--- src/rtl/rom_fetch_arbiter.sv ---
// Two-port arbiter in front of a 128x8 combinational ROM with a fixed two-stage
// read pipeline (address register, then data register) and per-port access counters.
module rom_fetch_arbiter #(
  parameter int unsigned RR    = 1,
  parameter int unsigned CNT_W = 16
) (
  input  logic             clk,
  input  logic             reset,
  input  logic             m0_req,
  input  logic [6:0]       m0_addr,
  input  logic             m1_req,
  input  logic [6:0]       m1_addr,
  output logic             m0_gnt,
  output logic             m1_gnt,
  output logic             m0_rvalid,
  output logic             m1_rvalid,
  output logic [7:0]       m0_rdata,
  output logic [7:0]       m1_rdata,
  output logic [6:0]       rom_addr,
  input  logic [7:0]       rom_data,
  output logic [CNT_W-1:0] m0_count,
  output logic [CNT_W-1:0] m1_count
);

  typedef enum logic {
    PORT0 = 1'b0,
    PORT1 = 1'b1
  } port_t;

  port_t last_q;
  port_t sel_q;
  logic  v_q;

  // Port 0 wins contention in fixed-priority mode, or in round-robin mode when
  // port 1 was the most recent winner.
  always_comb begin
    m0_gnt = 1'b0;
    m1_gnt = 1'b0;
    if (!reset) begin
      if (m0_req && (!m1_req || (RR == 0) || (last_q == PORT1)))
        m0_gnt = 1'b1;
      else if (m1_req)
        m1_gnt = 1'b1;
    end
  end

  always_ff @(posedge clk) begin
    if (reset) begin
      rom_addr <= '0;
      sel_q    <= PORT0;
      v_q      <= 1'b0;
      last_q   <= PORT1;
    end else if (m0_gnt || m1_gnt) begin
      rom_addr <= m0_gnt ? m0_addr : m1_addr;
      sel_q    <= m0_gnt ? PORT0 : PORT1;
      v_q      <= 1'b1;
      last_q   <= m0_gnt ? PORT0 : PORT1;
    end else begin
      v_q      <= 1'b0;
    end
  end

  always_ff @(posedge clk) begin
    if (reset) begin
      m0_rvalid <= 1'b0;
      m1_rvalid <= 1'b0;
      m0_rdata  <= '0;
      m1_rdata  <= '0;
    end else begin
      m0_rvalid <= v_q && (sel_q == PORT0);
      m1_rvalid <= v_q && (sel_q == PORT1);
      if (v_q && (sel_q == PORT0)) m0_rdata <= rom_data;
      if (v_q && (sel_q == PORT1)) m1_rdata <= rom_data;
    end
  end

  // Counters stop at all-ones rather than wrapping.
  always_ff @(posedge clk) begin
    if (reset) begin
      m0_count <= '0;
      m1_count <= '0;
    end else begin
      if (m0_gnt && (m0_count != '1)) m0_count <= m0_count + CNT_W'(1);
      if (m1_gnt && (m1_count != '1)) m1_count <= m1_count + CNT_W'(1);
    end
  end

endmodule
--- config.mk ---
export PLATFORM = sky130hd
export DESIGN_NAME = rom_fetch_arbiter
export DESIGN_NICKNAME = d
export VERILOG_FILES = /design/src/rtl/rom_fetch_arbiter.sv
export SDC_FILE = /design/constraint.sdc
export NUM_CORES = 1
export LEC_CHECK = 0
export CORE_MARGIN = 10
export CORE_UTILIZATION = 52
export CTS_CLUSTER_DIAMETER = 100
export CTS_CLUSTER_SIZE = 10
export DETAILED_ROUTE_END_ITERATION = 8
export DONT_BUFFER_PORTS = 1
export PLACE_DENSITY = 0.73
export SYNTH_ARGS = -nofsm -noshare
export SYNTH_HDL_FRONTEND = slang
export SYNTH_SLANG_ARGS = --single-unit
--- constraint.sdc ---
create_clock -name clk -period 2.5 [get_ports clk]
set_clock_uncertainty 0.15 [all_clocks]
set_input_delay 0.5 -clock clk [delete_from_list [all_inputs] [get_ports clk]]
set_output_delay 0.5 -clock clk [all_outputs]
set_load 0.03 [all_outputs]
==> metrics <==
Initial Utilization=53.70%; area taken by multi-input logic gates=1464 µm²; vias in the first global route=2426; nature of the critical path startpoint=flip-flop; vias=2534; #FFs+latches synth=60; final net count=379; post-DR wirelength/cell=17.81 µm; RSZ-0062 raised after global routing=no; Ant. Diodes=0; I/O Buffers=0; final setup fails=0; Post-CTS Setup Bufs=0; synth warn=0; CTS tree=done; Filler cells=461; fin cells=426; total power=0.002024 W; Max Freq=428.6 MHz; Core Box Area=5107 µm²; row cnt=26; leakage power=1.152 nW; Worst Setup End Kind=primary output; commonest cells after routing, fill and taps aside=dfxtp_1 (60), nand2_1 (50), a21oi_1 (37), buf_4 (31), nand3_1 (19); Slew HR=56.23%; Post-synth EDFFs=0; Pre-antenna DRT Iters=4; CTS clk-pin slew, worst paths=0.08 ns; Routed WL=7589 µm; Synth Net Count=351; Die H=92.63 µm; commonest non-fill, non-tap cell in the layout=dfxtp_1; dpl cells=410; Mean Syn Cell Area=8.491 µm²; GP Congestion=0.8579; critical path class=reg -> out; outcome=finished, final reports clean; top cells by area, synth=dfxtp_1 (44%), nand2_1 (6.8%), a21oi_1 (6.8%), nand3_1 (3.5%), mux2_2 (2.9%); cells after synthesis=323; Worst EP required=1.85 ns; Detailed Place HPWL=5476 µm; share of post-route cells with drive strength above 1=18.54%; first-pass GRT wire length=12190 µm; final core utilization=62.86%; H-tree levels=3; slew at the pin closest to its max-slew limit=0.6517 ns; Fin Setup TNS=0 ns; CTS Sinks=60; Final Cycle Share=93.32%; Max Buffers Root-to-Sink=2; crit path DAT=1.68 ns; area of the mapped netlist=2743 µm²; Peak VDD IR=0.3197 mV; Primary FF master, synth=dfxtp_1; die area=8579 µm²; drt via density=5.948; gr ovfl total=0; gr usage total=17.30%; Skew-Pair Late Insertion Delay=0.34 ns; Fin. Hold Viols=0; CTS Buf Count=9; hold_buf cts=0; initial antenna violation count=0; max_cap viols=0; ys async rst share=0%; post-route antenna net violation count=0; Power Dens Cells=630.4 nW/µm²; Tmin final=2.333 ns; Slew Viols, Final=0; Seq/Total Area, Yosys=43.80%; die width=92.63 µm; CTS resizes=0; Area growth syn-to-layout=17.06%; Synth cell types=46; clock root buffer=clkbuf_8; initial DRC count=123; DRC Markers=0; crit-path max FO=13; Post-DP Area=3008 µm²; Hold Path Class=in -> reg; Sequential cell area=1201 µm²; post-synth top area share=43.80%; Finished Cell Area=3211 µm²; dominant cell type by area after synthesis=dfxtp_1; largest net degree at the start of global routing=61; Top Ports=85
[report_power, final]
| group | leakage (nW) | internal, W | switching [W] |
|---|---|---|---|
| registers | 0.488 | 0.000984 | 0.0000702 |
| logic | 0.573 | 0.0000360 | 0.0000596 |
| clock network | 0.0918 | 0.000462 | 0.000411 |
| total | 1.15 | 0.00148 | 0.000541 |
[path summary, 6_finish.rpt]
kind,start,endpoint,slack (ns),cells past startpoint
hold / removal,reset,m1_count[1],0.07,1
hold reg to reg,m1_count[3],m1_count[3],0.38,2
setup reg to reg,m1_count[5],m1_count[9],0.33,4
setup / recovery,last_q,m0_gnt,0.17,3
[metal layers]
metal	vias to the layer above	share of wire [%]	track usage [%]
met5	-	0	0
met4	0	2.2	9.126
met3	16	11	7.990
met2	95	48	27.00
met1	1162	40	19.34
li1	1261	-	-
[Yosys cell counts, drive strengths merged (3+ instances only)]
cell type   n
o41ai       3
a22oi       7
nand4      11
nand3      19
a21oi      37
mux2i       3
or4        10
nor4       10
inv         5
clkbuf     11
mux2        7
nand2      50
o21ai      11
nor3        6
o31ai       8
nand2b      3
nor2b      10
and4        6
buf         3
nor2       14
dfxtp      60
or3         8
[cell type report]
cell class,instances,share of cell area [%]
Clock buffer,9,3.858
Timing Repair Buffer,31,7.249
Multi-Input combinational cell,243,45.60
Sequential cell,60,37.41
Tap cell,70,2.728
Clock inverter,7,2.338
Inverter,6,0.8184
[worst max-delay path: stages (launching register included)]
cell        delay [ns]
dfxtp_1           0.36
nand2b_1          0.19
nand2_1           0.35
clkinvlp_4        0.43
[through the flow]
stage / setup slack [ns] / hold WS [ns]
finish: 0.1669 / 0.07075
CTS: 0.09188 / 0.06701
detailed placement: 0.3137 / 0.3639
global route: 0.03297 / 0.05044
floorplan: 0.2461 / 0.3756
global placement: 0.4035 / 0.3519
[flip-flops by register name (all words and copies together), names as in the netlist]
signal,flops
rom_addr,7
last_q,1
m0_rdata,8
m1_count,16
sel_q,1
m0_count,16
m0_rvalid,1
v_q,1
m1_rvalid,1
m1_rdata,8
[cells by family after synthesis]
family / after synthesis / share of synthesized area [%]
AND/OR/NAND/NOR: 152 / 30.48
AO/OA/AOI/OAI: 79 / 18.02
flip-flops: 60 / 43.80
buffers and inverters: 20 / 2.828
multiplexers: 10 / 3.969
adder cells (fa/ha/maj): 2 / 0.9123
No activity file was read; power rests on OpenSTA's default activity.
